--- src/rtl/slave_port_pkg.sv ---
// rtl/slave_port_pkg.sv - shared state type and helpers for burst_slave_port
//
// Contents:
//   state_e      FSM state encoding; ST_SPLIT exists only with SLAVE_PORT_SPLIT_EN
//   cnt_width()  bit counter width for the longest serial field
//   is_serial()  states in which the port accepts serial transfers
package slave_port_pkg;

  typedef enum logic [2:0] {
    ST_ADDR  = 3'd0,
    ST_LEN   = 3'd1,
    ST_WDATA = 3'd2,
    ST_WRITE = 3'd3,
    ST_READ  = 3'd4,
    ST_RDATA = 3'd5
`ifdef SLAVE_PORT_SPLIT_EN
    , ST_SPLIT = 3'd6
`endif
  } state_e;

  // Wide enough to count up to the longest of the three serial fields.
  function automatic int cnt_width(input int a, input int l, input int d);
    int m;
    m = a;
    if (l > m) m = l;
    if (d > m) m = d;
    return $clog2(m + 1);
  endfunction

  function automatic logic is_serial(input state_e s);
    return (s == ST_ADDR) || (s == ST_LEN) || (s == ST_WDATA) || (s == ST_RDATA);
  endfunction

endpackage

--- src/rtl/ser_shift_reg.sv ---
// rtl/ser_shift_reg.sv - serial-in/serial-out shift register with parallel load
//
// Shifts right: the serial input enters at the MSB, so after W shifts the
// first (LSB-first) bit sits at bit 0. Load has priority over shift.
//
// Ports:
//   clk_i, rst_ni  clock, asynchronous active-low reset
//   shift_i        shift one position right, ser_i into MSB
//   ser_i          serial input bit
//   load_i         load data_i in parallel
//   data_i [W]     parallel load value
//   q_o    [W]     current register contents
//   nxt_o  [W]     contents after a shift this cycle (lets the caller use the
//                  complete word on the edge that captures its last bit)
//   ser_o          LSB of the register (serial output)
module ser_shift_reg #(
  parameter int W = 8
) (
  input  logic         clk_i,
  input  logic         rst_ni,
  input  logic         shift_i,
  input  logic         ser_i,
  input  logic         load_i,
  input  logic [W-1:0] data_i,
  output logic [W-1:0] q_o,
  output logic [W-1:0] nxt_o,
  output logic         ser_o
);

  logic [W-1:0] sr_q, sr_d;
  logic [W-1:0] shifted;

  // Written with shifts rather than slices so W=1 stays legal.
  assign shifted = (W'(ser_i) << (W - 1)) | (sr_q >> 1);

  always_comb begin
    sr_d = sr_q;
    if (load_i) begin
      sr_d = data_i;
    end else if (shift_i) begin
      sr_d = shifted;
    end
  end

  always_ff @(posedge clk_i or negedge rst_ni) begin
    if (!rst_ni) begin
      sr_q <= '0;
    end else begin
      sr_q <= sr_d;
    end
  end

  assign q_o   = sr_q;
  assign nxt_o = shifted;
  assign ser_o = sr_q[0];

endmodule

--- src/rtl/burst_slave_port.sv ---
// rtl/burst_slave_port.sv - bit-serial bus slave port issuing parallel burst requests
//
// Optional feature macro: SLAVE_PORT_SPLIT_EN (split read transactions).
//
// Ports:
//   in_clk, reset_n        bus clock, asynchronous active-low reset
//   ss                     slave select
//   ser_in_valid_ready     master valid (RX) / master ready (TX)
//   in_write, burst_en     direction / burst request, sampled with address bit 0
//   in_addr                serial address then length, LSB first
//   ser_wdata              serial write data, LSB first
//   par_in_valid_ready     target accept (write) / data valid (read)
//   par_rdata [DATA_W]     target read data
//   in_split_en            target split request
//   ser_out_valid_ready    port ready (RX) / port valid (TX)
//   ser_rdata              serial read data, LSB first
//   out_split_en           split in progress, bus released
//   par_out_valid_ready    parallel request pending
//   out_write              request direction
//   out_addr  [ADDR_W]     request address
//   par_wdata [DATA_W]     request write data
//   out_clk                copy of in_clk
module burst_slave_port
  import slave_port_pkg::*;
#(
  parameter int ADDR_W = 12,
  parameter int DATA_W = 8,
  parameter int LEN_W  = 4
) (
  input  logic              in_clk,
  input  logic              reset_n,
  input  logic              ss,
  input  logic              ser_in_valid_ready,
  input  logic              in_write,
  input  logic              burst_en,
  input  logic              in_addr,
  input  logic              ser_wdata,
  input  logic              par_in_valid_ready,
  input  logic [DATA_W-1:0] par_rdata,
  input  logic              in_split_en,
  output logic              ser_out_valid_ready,
  output logic              ser_rdata,
  output logic              out_split_en,
  output logic              par_out_valid_ready,
  output logic              out_write,
  output logic [ADDR_W-1:0] out_addr,
  output logic [DATA_W-1:0] par_wdata,
  output logic              out_clk
);

  localparam int CNT_W = cnt_width(ADDR_W, LEN_W, DATA_W);
  localparam logic [CNT_W-1:0] ADDR_LAST = CNT_W'(ADDR_W - 1);
  localparam logic [CNT_W-1:0] LEN_LAST  = CNT_W'(LEN_W - 1);
  localparam logic [CNT_W-1:0] DATA_LAST = CNT_W'(DATA_W - 1);

  state_e            state_q, state_d;
  logic [CNT_W-1:0]  bit_cnt_q, bit_cnt_d;
  logic [LEN_W-1:0]  beats_q, beats_d;      // beats still to go after the current one
  logic [ADDR_W-1:0] addr_q, addr_d;        // address of the current/next beat
  logic              write_q, write_d;
  logic              burst_q, burst_d;
  logic              ser_ovr_q, ser_ovr_d;
  logic              pvr_q, pvr_d;
  logic              out_write_q, out_write_d;
  logic [ADDR_W-1:0] out_addr_q, out_addr_d;
  logic [DATA_W-1:0] wdata_q, wdata_d;
`ifdef SLAVE_PORT_SPLIT_EN
  logic              split_q, split_d;
`endif

  logic              xfer;
  logic              hs;
  logic              serial_q;
  logic              tx_load;
  logic              write_cur;
  logic              burst_cur;
  logic [ADDR_W-1:0] addr_nxt;
  logic [LEN_W-1:0]  len_nxt;
  logic [DATA_W-1:0] wdata_nxt;

  logic [ADDR_W-1:0] unused_addr_q;
  logic [LEN_W-1:0]  unused_len_q;
  logic [DATA_W-1:0] unused_wdata_q;
  logic [DATA_W-1:0] unused_tx_q;
  logic [DATA_W-1:0] unused_tx_nxt;
  logic              unused_addr_ser;
  logic              unused_len_ser;
  logic              unused_wdata_ser;

  assign xfer     = ss && ser_in_valid_ready && ser_ovr_q;
  assign hs       = pvr_q && par_in_valid_ready;
  assign serial_q = is_serial(state_q);

  // Direction and burst flag are sampled with address bit 0; on that very
  // edge the registered copy is not yet valid, so take the live input.
  assign write_cur = (bit_cnt_q == '0) ? in_write : write_q;
  assign burst_cur = (bit_cnt_q == '0) ? burst_en : burst_q;

  ser_shift_reg #(.W(ADDR_W)) u_addr_sr (
    .clk_i   (in_clk),
    .rst_ni  (reset_n),
    .shift_i (xfer && (state_q == ST_ADDR)),
    .ser_i   (in_addr),
    .load_i  (1'b0),
    .data_i  ('0),
    .q_o     (unused_addr_q),
    .nxt_o   (addr_nxt),
    .ser_o   (unused_addr_ser)
  );

  ser_shift_reg #(.W(LEN_W)) u_len_sr (
    .clk_i   (in_clk),
    .rst_ni  (reset_n),
    .shift_i (xfer && (state_q == ST_LEN)),
    .ser_i   (in_addr),
    .load_i  (1'b0),
    .data_i  ('0),
    .q_o     (unused_len_q),
    .nxt_o   (len_nxt),
    .ser_o   (unused_len_ser)
  );

  ser_shift_reg #(.W(DATA_W)) u_wdata_sr (
    .clk_i   (in_clk),
    .rst_ni  (reset_n),
    .shift_i (xfer && (state_q == ST_WDATA)),
    .ser_i   (ser_wdata),
    .load_i  (1'b0),
    .data_i  ('0),
    .q_o     (unused_wdata_q),
    .nxt_o   (wdata_nxt),
    .ser_o   (unused_wdata_ser)
  );

  ser_shift_reg #(.W(DATA_W)) u_tx_sr (
    .clk_i   (in_clk),
    .rst_ni  (reset_n),
    .shift_i (xfer && (state_q == ST_RDATA)),
    .ser_i   (1'b0),
    .load_i  (tx_load),
    .data_i  (par_rdata),
    .q_o     (unused_tx_q),
    .nxt_o   (unused_tx_nxt),
    .ser_o   (ser_rdata)
  );

  always_comb begin
    state_d     = state_q;
    bit_cnt_d   = bit_cnt_q;
    beats_d     = beats_q;
    addr_d      = addr_q;
    write_d     = write_q;
    burst_d     = burst_q;
    pvr_d       = pvr_q;
    out_write_d = out_write_q;
    out_addr_d  = out_addr_q;
    wdata_d     = wdata_q;
    tx_load     = 1'b0;
`ifdef SLAVE_PORT_SPLIT_EN
    split_d     = split_q;
`endif

    if (serial_q && !ss) begin
      // Deselect abandons the serial phase; an issued request stays pending.
      state_d   = ST_ADDR;
      bit_cnt_d = '0;
      beats_d   = '0;
    end else begin
      if (xfer) begin
        bit_cnt_d = bit_cnt_q + CNT_W'(1);
      end

      case (state_q)
        ST_ADDR: begin
          if (xfer) begin
            if (bit_cnt_q == '0) begin
              write_d = in_write;
              burst_d = burst_en;
            end
            if (bit_cnt_q == ADDR_LAST) begin
              addr_d  = addr_nxt;
              beats_d = '0;
              if (burst_cur) begin
                state_d = ST_LEN;
              end else if (write_cur) begin
                state_d = ST_WDATA;
              end else begin
                state_d     = ST_READ;
                pvr_d       = 1'b1;
                out_write_d = 1'b0;
                out_addr_d  = addr_nxt;
              end
            end
          end
        end

        ST_LEN: begin
          if (xfer && (bit_cnt_q == LEN_LAST)) begin
            beats_d = len_nxt;
            if (write_q) begin
              state_d = ST_WDATA;
            end else begin
              state_d     = ST_READ;
              pvr_d       = 1'b1;
              out_write_d = 1'b0;
              out_addr_d  = addr_q;
            end
          end
        end

        ST_WDATA: begin
          if (xfer && (bit_cnt_q == DATA_LAST)) begin
            state_d     = ST_WRITE;
            pvr_d       = 1'b1;
            out_write_d = 1'b1;
            out_addr_d  = addr_q;
            wdata_d     = wdata_nxt;
          end
        end

        ST_WRITE: begin
          if (hs) begin
            pvr_d  = 1'b0;
            addr_d = addr_q + ADDR_W'(1);
            if (beats_q != '0) begin
              beats_d = beats_q - LEN_W'(1);
              state_d = ST_WDATA;
            end else begin
              state_d = ST_ADDR;
            end
          end
        end

        ST_READ: begin
          if (hs) begin
            pvr_d   = 1'b0;
            tx_load = 1'b1;
            addr_d  = addr_q + ADDR_W'(1);
            state_d = ST_RDATA;
          end
`ifdef SLAVE_PORT_SPLIT_EN
          else if (in_split_en) begin
            state_d = ST_SPLIT;
            split_d = 1'b1;
          end
`endif
        end

`ifdef SLAVE_PORT_SPLIT_EN
        // The request stays pending while the bus is released; ss is not
        // looked at here because SPLIT is not a serial state.
        ST_SPLIT: begin
          if (hs) begin
            pvr_d   = 1'b0;
            tx_load = 1'b1;
            addr_d  = addr_q + ADDR_W'(1);
            split_d = 1'b0;
            state_d = ST_RDATA;
          end
        end
`endif

        ST_RDATA: begin
          if (xfer && (bit_cnt_q == DATA_LAST)) begin
            if (beats_q != '0) begin
              beats_d     = beats_q - LEN_W'(1);
              state_d     = ST_READ;
              pvr_d       = 1'b1;
              out_write_d = 1'b0;
              out_addr_d  = addr_q;
            end else begin
              state_d = ST_ADDR;
            end
          end
        end

        default: begin
          state_d = ST_ADDR;
        end
      endcase
    end

    if (state_d != state_q) begin
      bit_cnt_d = '0;
    end

    ser_ovr_d = is_serial(state_d);
  end

  always_ff @(posedge in_clk or negedge reset_n) begin
    if (!reset_n) begin
      state_q     <= ST_ADDR;
      bit_cnt_q   <= '0;
      beats_q     <= '0;
      addr_q      <= '0;
      write_q     <= 1'b0;
      burst_q     <= 1'b0;
      ser_ovr_q   <= 1'b0;
      pvr_q       <= 1'b0;
      out_write_q <= 1'b0;
      out_addr_q  <= '0;
      wdata_q     <= '0;
    end else begin
      state_q     <= state_d;
      bit_cnt_q   <= bit_cnt_d;
      beats_q     <= beats_d;
      addr_q      <= addr_d;
      write_q     <= write_d;
      burst_q     <= burst_d;
      ser_ovr_q   <= ser_ovr_d;
      pvr_q       <= pvr_d;
      out_write_q <= out_write_d;
      out_addr_q  <= out_addr_d;
      wdata_q     <= wdata_d;
    end
  end

`ifdef SLAVE_PORT_SPLIT_EN
  always_ff @(posedge in_clk or negedge reset_n) begin
    if (!reset_n) begin
      split_q <= 1'b0;
    end else begin
      split_q <= split_d;
    end
  end
  assign out_split_en = split_q;
`else
  logic unused_split_en;
  assign unused_split_en = in_split_en;
  assign out_split_en    = 1'b0;
`endif

  assign ser_out_valid_ready = ser_ovr_q;
  assign par_out_valid_ready = pvr_q;
  assign out_write           = out_write_q;
  assign out_addr            = out_addr_q;
  assign par_wdata           = wdata_q;
  assign out_clk             = in_clk;

endmodule
--- config.mk ---
export PLATFORM = sky130hd
export DESIGN_NAME = burst_slave_port
export DESIGN_NICKNAME = d
export VERILOG_FILES = /design/src/rtl/slave_port_pkg.sv /design/src/rtl/ser_shift_reg.sv /design/src/rtl/burst_slave_port.sv
export SDC_FILE = /design/constraint.sdc
export NUM_CORES = 1
export LEC_CHECK = 0
export BUFFER_PORTS_ARGS = -buffer_cell sky130_fd_sc_hd__buf_2
export CORE_AREA = 10 10 94 96
export DETAILED_ROUTE_END_ITERATION = 6
export DIE_AREA = 0 0 104 106
export GPL_ROUTABILITY_DRIVEN = 0
export HOLD_SLACK_MARGIN = 0.1
export PLACE_DENSITY = 0.87
export SYNTH_ARGS = -nofsm -noshare
export SYNTH_HDL_FRONTEND = slang
export SYNTH_SLANG_ARGS = --single-unit
--- constraint.sdc ---
create_clock -name in_clk -period 2.6 [get_ports in_clk]
set_input_delay 0.39 -clock in_clk [delete_from_list [all_inputs] [get_ports in_clk]]
set_output_delay 0.39 -clock in_clk [all_outputs]
set_load 0.005 [all_outputs]
After elaboration in Yosys (flattened, before gate mapping)
Cells that the tools add are included.
- logic and storage cells: 149
- register bits after elaboration: 80
- output and inout port bits: 26
- reduce and logical (&&, ||, !) cells: 34
- $add $sub $neg: 3
- bitwise gates (word level): 4
- eq/ne operators: 27
- mux-type cells: 66
- operators by type and width (kind ; count):
    $mux W12 ; 12
    $pmux W12 S4 ; 1
    $mux W4 ; 10
    $mux W3 ; 12
    $pmux W12 S2 ; 1
    $mux W1 ; 23
    $pmux W3 S6 ; 1
    $mux W8 ; 2
    $pmux W4 S4 ; 1
    $add A12 B1 Y12 const B ; 1
    $ne A2 B1 Y1 const B ; 6
    $or A12 B11 Y12 ; 1
    $reduce_and A12 Y1 ; 1
    $reduce_and A11 Y1 ; 1
    $logic_and A1 B1 Y1 ; 10
    $reduce_bool A5 Y1 ; 2
    $eq A3 B2 Y1 const B ; 3
    $eq A3 B3 Y1 const B ; 3
    $ne A3 B1 Y1 const B ; 3
    $ne A2 B2 Y1 const B ; 4
    $or A8 B7 Y8 ; 1
    $reduce_bool A4 Y1 ; 2
    $eq A3 B1 Y1 const B ; 2
    $logic_not A3 Y1 ; 2
    other kinds (22) ; 29

Longest topological paths before layout
- word-level depth: 12
- mapped depth: 9

Cells and area by module
A second synthesis with hierarchy kept.
- cell total of the unflattened synthesis: 509
- area total of the unflattened synthesis: 4727.0 sq um
- by module, submodules not included (module ; times used ; cells each ; area each (sq um) ; seq. area each (sq um)):
    burst_slave_port ; 1 ; 337 ; 2975.4 ; 1201.2
    ser_shift_reg at u_tx_sr ... ; 2 ; 43 ; 440.4 ; 200.2
    ser_shift_reg at u_addr_sr ; 1 ; 64 ; 646.9 ; 300.3
    ser_shift_reg at u_len_sr ; 1 ; 22 ; 224.0 ; 100.1

==> flow_summary.toml <==
[synth]
synth.net_count = 400
avgSynthCellArea_sq_um = 10.6
synth_top_cell_by_area = "dfrtp_1"
synth_edf_count = 0
ys.flop_type = "dfrtp_1"
yosysUniqueCellTypes = 55
netlist_area_sq_um = 4020
yosysMostFrequentCell = "dfrtp_1"
async_reset_ff_frac = 1.00
ys_ff_latch = 77
synth_top_area_share = 0.480
ys_top_cells_by_area = "dfrtp_1 48%, mux2_2 13%, a21oi_1 3.7%"
synthCells = 378
ys_seq_area_frac = 0.480
yosys-top-cells-count = "77 x dfrtp_1, 45 x mux2_2, 31 x nand2_1, 30 x a21oi_1, 24 x o21ai_0"
ys_warn_count = 0

[clock_tree]
clock_latency_ns = 0.46
cts_resized = 0
cts_setup_buffers = 0
ctsHoldBuffers = 0
clk_pin_slew_ns = 0.08
cts_tree = "done"

[power_and_ir_drop]
leakagePower_nw = 2.19
seq_power_share = 0.516
p_int_mw = 1.99
pwr_density_cell_nw_per_um2 = 581
power.switching_uw = 658
clock_power_share = 0.375
swShare = 0.248
vdd_ir_drop_max_v = 0.000458
p_total_mw = 2.65
p_comb_frac = 0.109

[grt]
antenna_found_initial = 0
gr-total-overflow = 0
track_usage = 0.153
grt_pass1_vias = 3012
grt_start_max_net_pins = 78
grt_pass1_wl_um = 14000

[worst_setup_path]
crit_family = "compound AO/OA/AOI/OAI gates"
endpoint_kind = "register"
cpMaxStageDelayCell = "dfrtp_1"
path_cells = "or3b_2 -> o21ai_2 -> a32o_1 -> buf_4 -> o21ai_0 -> a22oi_1"
worstPathArrival_ns = 2.66
worst_path_largest_cell_delay_ns = 0.64
cp-start-kind = "register"
critPathRequiredTime_ns = 2.97
critPathBufInv = 1
crit_path_max_fanout = 25
worstSetupPathType = "register to register"

[sta]
finalSetupViolCount = 0
slew_viol_final = 0
slew_headroom = 0.373
fin_crit_sh = 0.879
period_minus_slack_ns = 2.29
fmax_ghz = 0.437
tns_ns = 0
postLayoutSetupSlackWorst_ns = 0.314
hold_viol_final = 0
tightest_slew_ns = 0.941
hold_slack_ns = 0.0696
rsz0062_at_grt = "no"
clock_skew_ns = 0.00927

[floorplanning]
die_w_um = 104
ios = 44
initial_core_util = 0.569
coreArea_sq_um = 7060
die_area_sq_um = 11000
fp-row-count = 31
die_h_um = 106

[flow_run]
max_cap_violations = 0

[placed_design]
hpwl_um = 5760
dp_slack_ns = 0.320
portBuffers = 41

[hold_path]
min_path_type = "input pin to async pin"

[cells_and_area]
diodes = 0
n_fill_cell = 577
syn_to_final_growth_pct = 13.6
fin_nets = 449
drive_above_1_share = 0.318
fin_util = 0.646

[detailed_routing]
firstDrtPassIters = 5
drc = 0
drt_iter0_drc = 212
wire_per_inst_um = 15.7
vias = 3060
ant_nets = 0
drt-vias-per-instance = 5.77
drt_wl_total_um = 8340

[status]
status = "completed"
## cells in the final DEF, fill, tap and decap left out, drive strengths merged, types with 6 or more instances in the layout
cell	netlist	layout
nand2	33	33
buf	15	55
inv	11	11
nor2	22	22
a211oi	6	6
clkbuf	5	13
and3	8	8
dfrtp	77	77
nand3	20	20
mux2i	8	8
mux2	54	54
a21oi	30	30
o21ai	27	27
## power by group through the flow
stage	logic, mW	clock network (mW)	registers [mW]
3_3_place_gp	0.280	0.0167	1.38
3_5_place_dp	0.292	0.0167	1.39
2_1_floorplan	0.224	0.0249	1.36
6_report	0.289	0.994	1.37
4_1_cts	0.293	1.02	1.37
5_1_grt	0.325	1.07	1.38
## layout make-up
class | instances | area [sq um] | area share
clock buffer | 14 | 174 | 0.0381
clock inverter | 5 | 52.6 | 0.0115
inverter | 11 | 41.3 | 0.00905
multi-input combinational | 270 | 1940 | 0.424
sequential | 77 | 1930 | 0.422
tap | 99 | 124 | 0.0271
timing repair buffer | 54 | 308 | 0.0675
## registers in the layout, summed over array words and instances, names as in the netlist, 3 cells and up
register	cells
addr_q	12
beats_q	4
bit_cnt_q	4
out_addr	12
par_wdata	8
state_q	3
u_addr_sr.q_o	11
u_len_sr.q_o	3
u_tx_sr.q_o	8
u_wdata_sr.q_o	7
## path summary, 6_finish.rpt
check	slack [ns]	cells past startpoint	startpoint	endpoint
worst max-delay path	0.31	6	state_q[2]$_DFF_PN0_	addr_q[6]$_DFFE_PN0P_
worst min-delay path	0.07	1	reset_n	u_tx_sr.q_o[6]$_DFFE_PN0P_
worst max register to register	0.31	6	state_q[2]$_DFF_PN0_	addr_q[6]$_DFFE_PN0P_
worst min register to register	0.47	2	u_tx_sr.q_o[0]$_DFFE_PN0P_	u_tx_sr.q_o[0]$_DFFE_PN0P_
max in group asynchronous	1.91	1	reset_n	out_addr[2]$_DFFE_PN0P_
min in group in_clk	0.13	3	par_rdata[3]	u_tx_sr.q_o[3]$_DFFE_PN0P_
## per-stage QoR
stage	instance area, sq um	instances
after floorplan	4020	378
after global placement	4340	512
after detailed placement	4340	512
after CTS	4560	530
after global routing	4560	530
final	4560	530
## cell families (layout without fill, tap and decap cells)
logic type / Yosys count / count (layout) / share of synthesized area
AO/OA/AOI/OAI: 87 / 87 / 0.134
XOR/XNOR: 2 / 2 / 0.00436
adder cells (fa/ha/maj): 5 / 5 / 0.0149
buffers and inverters: 31 / 84 / 0.0383
flip-flops: 77 / 77 / 0.480
multiplexers: 62 / 62 / 0.180
other: 1 / 1 / 0.000933
AND/OR/NAND/NOR: 113 / 113 / 0.148
## metal layers
metal  up-vias  track usage  wire length [um]
li1       1457            -                 -
met1      1501        0.187              3760
met2        92        0.238              3920
met3        10       0.0447               544
met4         0       0.0845               119
met5         -            0                 0
Power figures use the tool's default switching activity.
